**config.mk**
```make
export PLATFORM = sky130hd
export DESIGN_NAME = fetch_unit
export DESIGN_NICKNAME = d
export VERILOG_FILES = /design/src/rtl/fetch_unit_pkg.sv /design/src/rtl/inst_queue.sv /design/src/rtl/fetch_unit.sv
export SDC_FILE = /design/constraint.sdc
export NUM_CORES = 2
export LEC_CHECK = 0
export BUFFER_PORTS_ARGS = -buffer_cell sky130_fd_sc_hd__buf_2
export CORE_MARGIN = 4
export CORE_UTILIZATION = 50
export DETAILED_ROUTE_END_ITERATION = 12
export GPL_TIMING_DRIVEN = 0
export PLACE_DENSITY_LB_ADDON = 0.2
export SYNTH_ARGS = -nofsm -noshare
export SYNTH_HDL_FRONTEND = slang
export SYNTH_SLANG_ARGS = --single-unit
```
**constraint.sdc**
```tcl
create_clock -name clk -period 3.4 [get_ports clk]
set_clock_uncertainty 0.2 [all_clocks]
set_input_delay 0.17 -clock clk [delete_from_list [all_inputs] [get_ports clk]]
set_output_delay 0.17 -clock clk [all_outputs]
set_load 0.005 [all_outputs]
```
**src/rtl/fetch_unit_pkg.sv**
```systemverilog
// Shared definitions for the instruction fetch unit.
//   INST_W        instruction width
//   REDIR_W       redirect bus width: {valid, target}
//   RESET_PC_DEF  default first fetch target
//   iq_entry_t    instruction-queue entry {pc, inst}
//   redirect_t    redirect bus {valid, target}
package fetch_unit_pkg;

  localparam int unsigned INST_W  = 32;
  localparam int unsigned REDIR_W = 1 + 32;
  localparam logic [31:0] RESET_PC_DEF = 32'hbfc0_0000;

  typedef struct packed {
    logic [31:0]       pc;
    logic [INST_W-1:0] inst;
  } iq_entry_t;

  typedef struct packed {
    logic        valid;
    logic [31:0] target;
  } redirect_t;

  // Redirect targets are word addresses; the byte offset is ignored.
  function automatic logic [31:0] align_word(input logic [31:0] a);
    return {a[31:2], 2'b00};
  endfunction

endpackage

```
**src/rtl/inst_queue.sv**
```systemverilog
// Instruction queue: circular FIFO of {pc, inst} entries.
//   clk, rst    clock, synchronous active-high reset
//   clr         drop all contents (redirect); wins over push and pop
//   push_cnt    number of valid entries in push_data (packed from index 0)
//   push_data   up to FETCH_N entries, oldest at index 0
//   pop         remove the head; ignored when empty
//   head_valid  queue not empty
//   head        oldest entry
//   count       occupancy
module inst_queue
  import fetch_unit_pkg::*;
#(
  parameter int FETCH_N  = 2,
  parameter int IQ_DEPTH = 8,
  localparam int PW = $clog2(IQ_DEPTH),
  localparam int CW = PW + 1,
  localparam int NW = $clog2(FETCH_N) + 1
) (
  input  logic                      clk,
  input  logic                      rst,
  input  logic                      clr,
  input  logic [NW-1:0]             push_cnt,
  input  iq_entry_t [FETCH_N-1:0]   push_data,
  input  logic                      pop,
  output logic                      head_valid,
  output iq_entry_t                 head,
  output logic [CW-1:0]             count
);

  iq_entry_t [IQ_DEPTH-1:0] mem_q, mem_d;
  logic [PW-1:0] wr_ptr_q, wr_ptr_d;
  logic [PW-1:0] rd_ptr_q, rd_ptr_d;
  logic [CW-1:0] count_q, count_d;
  logic          do_pop;

  always_comb begin
    mem_d  = mem_q;
    do_pop = pop && (count_q != '0);
    // Pointer arithmetic is PW bits wide, so slot indices wrap naturally.
    for (int j = 0; j < FETCH_N; j++) begin
      if (j < int'(push_cnt)) mem_d[wr_ptr_q + PW'(j)] = push_data[j];
    end
    wr_ptr_d = wr_ptr_q + PW'(push_cnt);
    rd_ptr_d = rd_ptr_q + PW'(do_pop);
    count_d  = count_q + CW'(push_cnt) - CW'(do_pop);
    if (clr) begin
      wr_ptr_d = '0;
      rd_ptr_d = '0;
      count_d  = '0;
    end
  end

  always_ff @(posedge clk) begin
    if (rst) begin
      wr_ptr_q <= '0;
      rd_ptr_q <= '0;
      count_q  <= '0;
    end else begin
      wr_ptr_q <= wr_ptr_d;
      rd_ptr_q <= rd_ptr_d;
      count_q  <= count_d;
    end
  end

  // Storage needs no reset: entries are only visible through count_q.
  always_ff @(posedge clk) begin
    mem_q <= mem_d;
  end

  assign head_valid = (count_q != '0);
  assign head       = mem_q[rd_ptr_q];
  assign count      = count_q;

endmodule

```
**src/rtl/fetch_unit.sv**
```systemverilog
// Instruction fetch unit: issues block reads to a 1-cycle-latency
// instruction SRAM and feeds an instruction queue toward ID.
//   clk, rst          clock, synchronous active-high reset
//   flush, new_pc     exception redirect (priority over branch)
//   br_e, br_addr     branch redirect
//   inst_sram_*       SRAM read port; writes are never issued
//   id_valid/ready    head handshake toward ID; id_pc/id_inst = head
//   iq_count          queue occupancy
module fetch_unit
  import fetch_unit_pkg::*;
#(
  parameter int          FETCH_N  = 2,
  parameter int          IQ_DEPTH = 8,
  parameter logic [31:0] RESET_PC = RESET_PC_DEF,
  localparam int CW = $clog2(IQ_DEPTH) + 1
) (
  input  logic                    clk,
  input  logic                    rst,
  input  logic                    flush,
  input  logic [31:0]             new_pc,
  input  logic                    br_e,
  input  logic [31:0]             br_addr,
  output logic                    inst_sram_en,
  output logic [3:0]              inst_sram_wen,
  output logic [31:0]             inst_sram_addr,
  output logic [31:0]             inst_sram_wdata,
  input  logic [32*FETCH_N-1:0]   inst_sram_rdata,
  output logic                    id_valid,
  input  logic                    id_ready,
  output logic [31:0]             id_pc,
  output logic [INST_W-1:0]       id_inst,
  output logic [CW-1:0]           iq_count
);

  localparam int          OW        = (FETCH_N > 1) ? $clog2(FETCH_N) : 1;
  localparam int          NW        = $clog2(FETCH_N) + 1;
  localparam logic [31:0] BLK_BYTES = 32'(4 * FETCH_N);
  localparam logic [31:0] ADDR_MASK = ~(BLK_BYTES - 32'd1);

  logic [31:0]   fpc_q, fpc_d;
  logic          inflight_q, inflight_d;
  logic [OW-1:0] req_off_q, req_off_d;
  logic [31:0]   req_base_q, req_base_d;

  redirect_t                redir;
  logic [OW-1:0]            cur_off;
  logic [31:0]              need;
  logic [NW-1:0]            push_cnt;
  iq_entry_t [FETCH_N-1:0]  push_data;
  iq_entry_t                iq_head;
  logic                     iq_head_valid;
  logic                     pop;

  assign redir.valid  = flush | br_e;
  assign redir.target = flush ? new_pc : br_addr;

  assign inst_sram_addr  = fpc_q & ADDR_MASK;
  assign cur_off         = OW'((fpc_q >> 2) & 32'(FETCH_N - 1));
  assign inst_sram_wen   = 4'b0000;
  assign inst_sram_wdata = 32'h0;

  // Space check reserves room for the block already in flight; a pop in
  // the same cycle is deliberately not credited.
  always_comb begin
    need = 32'(iq_count) + (inflight_q ? 32'(FETCH_N) : 32'd0) + 32'(FETCH_N);
    inst_sram_en = !rst && !redir.valid && (need <= 32'(IQ_DEPTH));
  end

  // Response cycle: compact slots offset..FETCH_N-1 down to index 0.
  // A redirect in the response cycle discards the block.
  always_comb begin
    push_data = '0;
    push_cnt  = '0;
    if (inflight_q && !redir.valid) begin
      push_cnt = NW'(FETCH_N - int'(req_off_q));
      for (int j = 0; j < FETCH_N; j++) begin
        if (int'(req_off_q) + j < FETCH_N) begin
          push_data[j].pc   = req_base_q + 32'(4 * (int'(req_off_q) + j));
          push_data[j].inst = inst_sram_rdata[32*(int'(req_off_q)+j) +: 32];
        end
      end
    end
  end

  always_comb begin
    fpc_d      = fpc_q;
    inflight_d = inst_sram_en;
    req_off_d  = req_off_q;
    req_base_d = req_base_q;
    if (redir.valid) begin
      fpc_d = align_word(redir.target);
    end else if (inst_sram_en) begin
      fpc_d      = inst_sram_addr + BLK_BYTES;
      req_off_d  = cur_off;
      req_base_d = inst_sram_addr;
    end
  end

  always_ff @(posedge clk) begin
    if (rst) begin
      fpc_q      <= RESET_PC;
      inflight_q <= 1'b0;
      req_off_q  <= '0;
      req_base_q <= '0;
    end else begin
      fpc_q      <= fpc_d;
      inflight_q <= inflight_d;
      req_off_q  <= req_off_d;
      req_base_q <= req_base_d;
    end
  end

  inst_queue #(
    .FETCH_N  (FETCH_N),
    .IQ_DEPTH (IQ_DEPTH)
  ) u_inst_queue (
    .clk        (clk),
    .rst        (rst),
    .clr        (redir.valid),
    .push_cnt   (push_cnt),
    .push_data  (push_data),
    .pop        (pop),
    .head_valid (iq_head_valid),
    .head       (iq_head),
    .count      (iq_count)
  );

  assign id_valid = !rst && iq_head_valid;
  assign pop      = id_valid && id_ready;
  assign id_pc    = id_valid ? iq_head.pc   : 32'h0;
  assign id_inst  = id_valid ? iq_head.inst : '0;

endmodule

```
# ---- Word level (Yosys, flattened, before mapping)
# Index checks and enable logic that the tools add are counted.
dict set report classes {
  addsub 12
  n_lt_le_gt_ge 10
  shifts 2
  muxes 20
  bitwise 2
  reduce_logical 14
}
# cell n
set ops {}
lappend ops {{$bwmux W512} 2}
lappend ops {{$mux W512} 2}
lappend ops {{$demux W64 S3} 2}
lappend ops {{$mux W64} 5}
lappend ops {{$bmux W64 S3} 1}
lappend ops {{$mux W32} 5}
lappend ops {{$mux W128} 1}
lappend ops {{$shiftx A64 B7 Y32} 1}
lappend ops {{$shiftx A64 B8 Y32} 1}
lappend ops {{$add A32 B3 Y32} 1}
lappend ops {{$add A32 B32 Y32} 1}
lappend ops {{$add A32 B4 Y32 const B} 1}
lappend ops {{$lt A32 B3 Y1 const B} 1}
lappend ops {{$lt A3 B4 Y1 const B} 3}
lappend ops {{$logic_and A1 B1 Y1} 8}
lappend ops {{$add A5 B2 Y6 const B} 1}
lappend ops {{$ge A3 B1 Y1 const B} 2}
lappend ops {{$le A6 B4 Y1 const B} 1}
lappend ops {{$add A4 B2 Y5} 1}
lappend ops {{$add A4 B2 Y4} 1}
lappend ops {{$lt A1 B2 Y1 const A} 2}
lappend ops {{$mux W2} 2}
lappend ops {{$reduce_bool A4 Y1} 1}
lappend ops {{$sub A4 B1 Y4} 1}
lappend ops {{other kinds (12)} 13}
dict set report word_totals {
  reg_bits 585
  inputBits 133
  out_inout_bits 138
  elab_cells 84
}

# ---- Depth between registers and ports, before layout
dict set report logic_depth {
  ltp_word 8
  depth_mapped 14
  ltp_nobuf 13
}

# ---- Modules after synthesis
# Synthesis repeated with hierarchy kept, for this count alone.
dict set report hier_totals {
  cells_unflattened 4337
  hier_area_um2 34919.7
}
# mod n_inst cells_per_inst area_per_inst_um2 seq_area_each_um2
set by_module_without_submodules {}
lappend by_module_without_submodules {inst_queue 1 3506 29285.6 10450.0}
lappend by_module_without_submodules {fetch_unit 1 831 5634.2 1221.2}

# ---- Worst setup path before layout
# No wires, ideal clock.
dict set report synth_timing {
  kind {reg2reg}
  start {register req_off_q}
  end {register u_inst_queue.mem_q[117] (netlist name)}
  setup_time_ns 0.151
  arrival_time_ns 2.566
  required_time_ns 3.049
  setup_slack_ns 0.483
  path_stages_with_launch 11
  path_buffers 3
  period_less_slack_ns 2.917
  path_cell_list {dfxtp_1 > clkbuf_1 > and2_1 > ha_1 > buf_2 > nand2_1 > or4_1 > or4_1 > clkbuf_1 > o22ai_1 > a211oi_1}
}
# element line
set synth_rtl {}
lappend synth_rtl {{start: declaration} fetch_unit.sv:42} ;# logic [OW-1:0] req_off_q, req_off_d;
lappend synth_rtl {{start signal: assignment} fetch_unit.sv:108} ;# req_off_q <= req_off_d;
lappend synth_rtl {{end signal: assignment} inst_queue.sv:67} ;# mem_q <= mem_d;
lappend synth_rtl {{end: declaration} inst_queue.sv:30} ;# iq_entry_t [IQ_DEPTH-1:0] mem_q, mem_d;

# ---- Final worst setup path
dict set report layout_timing {
  start {register u_inst_queue.rd_ptr_q[1]}
  end {output port id_pc[23]}
}
dict set report layout_between {
  elab_chain_cells 3
}
# element line
set layout_rtl {}
lappend layout_rtl {{start: declaration} inst_queue.sv:32} ;# logic [PW-1:0] rd_ptr_q, rd_ptr_d;
lappend layout_rtl {{start signal: assignment} inst_queue.sv:60} ;# rd_ptr_q <= rd_ptr_d;
lappend layout_rtl {{$bmux W64 S3} inst_queue.sv:71} ;# assign head = mem_q[rd_ptr_q];
lappend layout_rtl {{$mux W64 (implied by the code)} inst_queue.sv:71}
lappend layout_rtl {{$mux W32} fetch_unit.sv:130} ;# assign id_pc = id_valid ? iq_head.pc : 32'h0;
lappend layout_rtl {{end: declaration} fetch_unit.sv:30} ;# output logic [31:0] id_pc,
# Every way passes these cells. The select of a mux whose other input is x is not followed.

==> impl_metrics.prom <==
# TYPE chip_impl_metric gauge
chip_impl_info{name="result_of_the_run",value="complete, but fails checks"} 1
chip_impl_info{name="violated_checks",value="negative setup slack"} 1
chip_impl_info{name="worstHoldStart",value="inst_sram_rdata[7]"} 1
chip_impl_metric{name="synth.avg_cell_area",unit="um^2"} 8.24
chip_impl_metric{name="timing.final.setup_violations",unit=""} 4
chip_impl_metric{name="maxSlewViolCount",unit=""} 0
chip_impl_metric{name="postLayoutCoreUtil",unit=""} 0.609
chip_impl_metric{name="design.die.area",unit="mm^2"} 0.0609
chip_impl_metric{name="ff2ff_setup_slack",unit="ns"} 0.04
chip_impl_info{name="critical_path_capture_point_type",value="primary output"} 1
chip_impl_metric{name="route.detailed.vias_per_inst",unit=""} 6.13
chip_impl_metric{name="portBuffers",unit=""} 193
chip_impl_metric{name="core_area",unit="mm^2"} 0.0564
chip_impl_metric{name="drt_iter0_drc",unit=""} 3682
chip_impl_info{name="cts_tree",value="done"} 1
chip_impl_info{name="critical_path.startpoint_type",value="flip-flop"} 1
chip_impl_metric{name="maximum_number_of_pins_on_one_net_before_global_route_repair",unit=""} 16
chip_impl_metric{name="finalHoldViolCount",unit=""} 0
chip_impl_metric{name="power.density_cell_area",unit="mW/mm^2"} 446
chip_impl_metric{name="max_freq",unit="MHz"} 292
chip_impl_metric{name="power_frac_comb",unit=""} 0.070
chip_impl_metric{name="ant_nets",unit=""} 0
chip_impl_info{name="synth-main-ff-cell",value="sky130_fd_sc_hd__dfxtp_1"} 1
chip_impl_metric{name="number_of_enable_type_register_cells_in_the_synthesized_netlist",unit=""} 0
chip_impl_info{name="ys_top_cells_by_count",value="647 x sky130_fd_sc_hd__nand2_1, 583 x sky130_fd_sc_hd__dfxtp_1, 422 x sky130_fd_sc_hd__nor2_1, 350 x sky130_fd_sc_hd__a21oi_1, 342 x sky130_fd_sc_hd__o21ai_0"} 1
chip_impl_info{name="path_cells",value="clkbuf_2 > clkbuf_2 > mux4_2 > mux2i_1 > nor2_1 > buf_2"} 1
chip_impl_info{name="yosysMostFrequentCell",value="sky130_fd_sc_hd__nand2_1"} 1
chip_impl_info{name="critPathKind",value="flip-flop to primary output"} 1
chip_impl_metric{name="chipWidth",unit="um"} 247
chip_impl_info{name="endpoint_of_the_most_critical_setup_path",value="id_pc[23]"} 1
chip_impl_metric{name="report.power.total",unit="W"} 0.0153
chip_impl_metric{name="total_leakage_power",unit="nW"} 13.0
chip_impl_metric{name="remaining_drc_errors",unit=""} 0
chip_impl_metric{name="clock_tree.buffer_depth",unit=""} 3
chip_impl_metric{name="timing.critical_path.required",unit="ns"} 3.03
chip_impl_info{name="synth.largest_area_cell",value="sky130_fd_sc_hd__dfxtp_1"} 1
chip_impl_metric{name="yosys.cell_types.count",unit=""} 79
chip_impl_metric{name="tightest_slew",unit="ns"} 1.39
chip_impl_metric{name="sequentialPowerShare",unit=""} 0.473
chip_impl_metric{name="h-tree-depth",unit=""} 2
chip_impl_metric{name="gp_congestion",unit=""} 1.00
chip_impl_metric{name="slowest_delay",unit="ns"} 0.54
chip_impl_metric{name="synth_area",unit="mm^2"} 0.0285
chip_impl_metric{name="area_delta_synth_final",unit="%"} 20.5
chip_impl_metric{name="vdd_ir_drop_max",unit="mV"} 0.404
chip_impl_metric{name="detail_route.wirelength",unit="mm"} 112
chip_impl_metric{name="ff2ff_path_depth",unit=""} 8
chip_impl_info{name="worst_r2r_endpoint",value="u_inst_queue.mem_q[74]$_DFF_P_"} 1
chip_impl_info{name="holdCritPathClass",value="primary input to flip-flop"} 1
chip_impl_metric{name="clk_pin_slew",unit="ns"} 0.07
chip_impl_info{name="critPathLaunch",value="u_inst_queue.rd_ptr_q[1]$_SDFF_PP0_"} 1
chip_impl_metric{name="die_y",unit="um"} 247
chip_impl_metric{name="whs",unit="ns"} 0.0152
chip_impl_metric{name="globalRouteOverflowTotal",unit=""} 0
chip_impl_info{name="cts.root.buffer_cell",value="sky130_fd_sc_hd__clkbuf_16"} 1
chip_impl_metric{name="cap_violations",unit=""} 0
chip_impl_metric{name="grt_first_pass_wirelength",unit="mm"} 166
chip_impl_metric{name="floorplan.rows",unit=""} 87
chip_impl_metric{name="share_of_total_power_consumed_by_net_switching",unit=""} 0.239
chip_impl_metric{name="detailedPlacementHpwl",unit="mm"} 75.5
chip_impl_metric{name="worst_slack",unit="ns"} -0.0272
chip_impl_metric{name="clock_sink_count",unit=""} 583
chip_impl_metric{name="max_slew_headroom_at_the_worst_pin",unit=""} 0.0633
chip_impl_metric{name="n_antenna_cell",unit=""} 0
chip_impl_metric{name="cts_inserted_buffers",unit=""} 61
chip_impl_metric{name="post_synthesis_register_bit_count",unit=""} 583
chip_impl_metric{name="layout_min_cycle_time",unit="ns"} 3.43
chip_impl_metric{name="drive_above_1_share",unit=""} 0.176
chip_impl_metric{name="ys_async_sr_fraction",unit=""} 0
chip_impl_metric{name="timing.critical_path.arrival",unit="ns"} 3.06
chip_impl_metric{name="synthesis.yosys.warnings",unit=""} 0
chip_impl_metric{name="clkPwrFrac",unit=""} 0.457
chip_impl_metric{name="worstSkewPairLatency",unit="ns"} 0.65
chip_impl_metric{name="first_pass_iteration_count_of_the_detailed_router",unit=""} 7
chip_impl_info{name="cpMostUsedCell",value="sky130_fd_sc_hd__clkbuf_2"} 1
chip_impl_metric{name="vias_in_the_first_global_route",unit=""} 27600
chip_impl_metric{name="power.internal",unit="W"} 0.0117
chip_impl_info{name="reg2reg_from",value="req_off_q$_SDFFE_PP0P_"} 1
chip_impl_metric{name="netlist_instances",unit=""} 3460
chip_impl_metric{name="initial_core_util",unit=""} 0.506
chip_impl_info{name="synth_area_leaders",value="sky130_fd_sc_hd__dfxtp_1 41%, sky130_fd_sc_hd__mux4_2 10%, sky130_fd_sc_hd__nand2_1 8.5%"} 1
chip_impl_metric{name="antenna_found_initial",unit=""} 1
chip_impl_metric{name="final_nets",unit=""} 4051
chip_impl_info{name="slowest_stage",value="sky130_fd_sc_hd__clkbuf_2"} 1
chip_impl_metric{name="avgRoutedWirePerCell",unit="um"} 23.8
chip_impl_metric{name="io-pin-count",unit=""} 271
chip_impl_metric{name="vias",unit=""} 28900
chip_impl_metric{name="p_switching",unit="W"} 0.00366
chip_impl_metric{name="ys_seq_area_frac",unit=""} 0.409
chip_impl_metric{name="synth.top_cell.area_share",unit=""} 0.409
chip_impl_metric{name="fin_crit_sh",unit=""} 1.01
chip_impl_metric{name="grt_usage",unit=""} 0.353
chip_impl_metric{name="critPathMaxFanout",unit=""} 10
[final cells by class]
| cell class | instances | area [um^2] |
|---|---|---|
| Clock inverter | 17 | 233 |
| Tap cell | 756 | 946 |
| Fill cell | 5066 | 22000 |
| Timing Repair inverter | 1 | 5.00 |
| Buffer | 393 | 1990 |
| Multi-Input combinational cell | 2487 | 15100 |
| Sequential cell | 583 | 11700 |
| Clock buffer | 97 | 1830 |
| Timing Repair Buffer | 341 | 2420 |
| Inverter | 32 | 125 |
[registers in the layout, indices dropped and copies added (netlist names)]
signal and count:
u_inst_queue.wr_ptr_q 3, req_base_q 29, u_inst_queue.mem_q 512, inflight_q 1, u_inst_queue.rd_ptr_q 3, u_inst_queue.count 4, fpc_q 30, req_off_q 1
[cells by family after synthesis]
group | after synthesis | share of synthesized area
AOI/OAI and AO/OA | 927 | 0.182
xor gates and xnor gates | 15 | 0.00461
adders and majority gates | 18 | 0.00843
buffers and inverters | 428 | 0.0701
DFF | 583 | 0.409
muxes | 244 | 0.143
other | 1 | 0.000132
and+or+nand+nor | 1244 | 0.182
[per-stage QoR]
step / instances / setup TNS (ns) / setup WS [ns] / area [um^2]
2_1_floorplan: 3498 / 0 / 0.483 / 28600
3_3_place_gp: 4447 / -28.90 / -0.559 / 30600
3_5_place_dp: 4448 / -27.14 / -0.618 / 30600
4_1_cts: 4699 / 0 / 0.000677 / 34200
5_1_grt: 4707 / -0.0199 / -0.0198 / 34400
6_report: 4707 / -0.0759 / -0.0272 / 34400
[layout by cell type (no fill, tap or decap), types with 14 or more instances in the layout]
cell	n
sky130_fd_sc_hd__nand2_1	646
sky130_fd_sc_hd__dfxtp_1	582
sky130_fd_sc_hd__nor2_1	421
sky130_fd_sc_hd__a21oi_1	350
sky130_fd_sc_hd__o21ai_0	342
sky130_fd_sc_hd__buf_2	244
sky130_fd_sc_hd__clkbuf_1	209
sky130_fd_sc_hd__dlygate4sd3_1	136
sky130_fd_sc_hd__mux4_2	128
sky130_fd_sc_hd__buf_4	99
sky130_fd_sc_hd__mux2i_1	82
sky130_fd_sc_hd__o22ai_1	65
sky130_fd_sc_hd__clkbuf_16	63
sky130_fd_sc_hd__a22oi_1	45
sky130_fd_sc_hd__conb_1	39
sky130_fd_sc_hd__mux2_2	34
sky130_fd_sc_hd__clkbuf_2	31
sky130_fd_sc_hd__nand3_1	30
sky130_fd_sc_hd__a211oi_1	30
sky130_fd_sc_hd__inv_1	25
sky130_fd_sc_hd__and3_1	23
sky130_fd_sc_hd__nand4_1	22
sky130_fd_sc_hd__nor3_1	22
sky130_fd_sc_hd__buf_1	22
sky130_fd_sc_hd__a31oi_1	21
sky130_fd_sc_hd__ha_1	16
sky130_fd_sc_hd__and2_1	14
sky130_fd_sc_hd__clkbuf_8	14
[what timing repair did]
action	CTS	global route
resized for setup	84	64
hold endpoints to repair	301	0
buffers inserted	2	9
pin swaps	1	4
hold buffers	136	0
setup endpoints to repair	179	226
gates cloned	0	1
[power by group through the flow]
stage | Combinational [W] | Sequential (W) | Clock, W
finish | 0.00107 | 0.00725 | 0.00700
global route | 0.00116 | 0.00727 | 0.00730
CTS | 0.00102 | 0.00724 | 0.00701
detailed placement | 0.000882 | 0.00739 | 0
global placement | 0.000867 | 0.00738 | 0
floorplan | 0.000606 | 0.00733 | 0
[per-layer routing]
metal / vias up / share of wire / global-route usage
li1: 12900 / - / -
met1: 13700 / 0.37 / 0.430
met2: 1814 / 0.46 / 0.577
met3: 468 / 0.10 / 0.0827
met4: 2 / 0.061 / 0.199
met5: - / 0.000063 / 0
[worst min-delay path by stage]
| stage | end | depth (start not counted) |
|---|---|---|
| after global placement | fpc_q[3]$_SDFFE_PP0P_ | 2 |
| after CTS | u_inst_queue.mem_q[455]$_DFF_P_ | 5 |
| after floorplan | fpc_q[3]$_SDFFE_PP0P_ | 1 |
| final | u_inst_queue.mem_q[455]$_DFF_P_ | 5 |
| after detailed placement | fpc_q[3]$_SDFFE_PP0P_ | 2 |
| after global routing | u_inst_queue.mem_q[455]$_DFF_P_ | 5 |
[worst max-delay path: cells and delay by family, from the launching register on]
| family | cells | cell delay, ns |
|---|---|---|
| simple gates | 1 | 0.07 |
| mux | 2 | 0.76 |
| flops | 1 | 0.47 |
| buf+inv | 3 | 1.10 |
No activity file was read; power rests on OpenSTA's default activity.
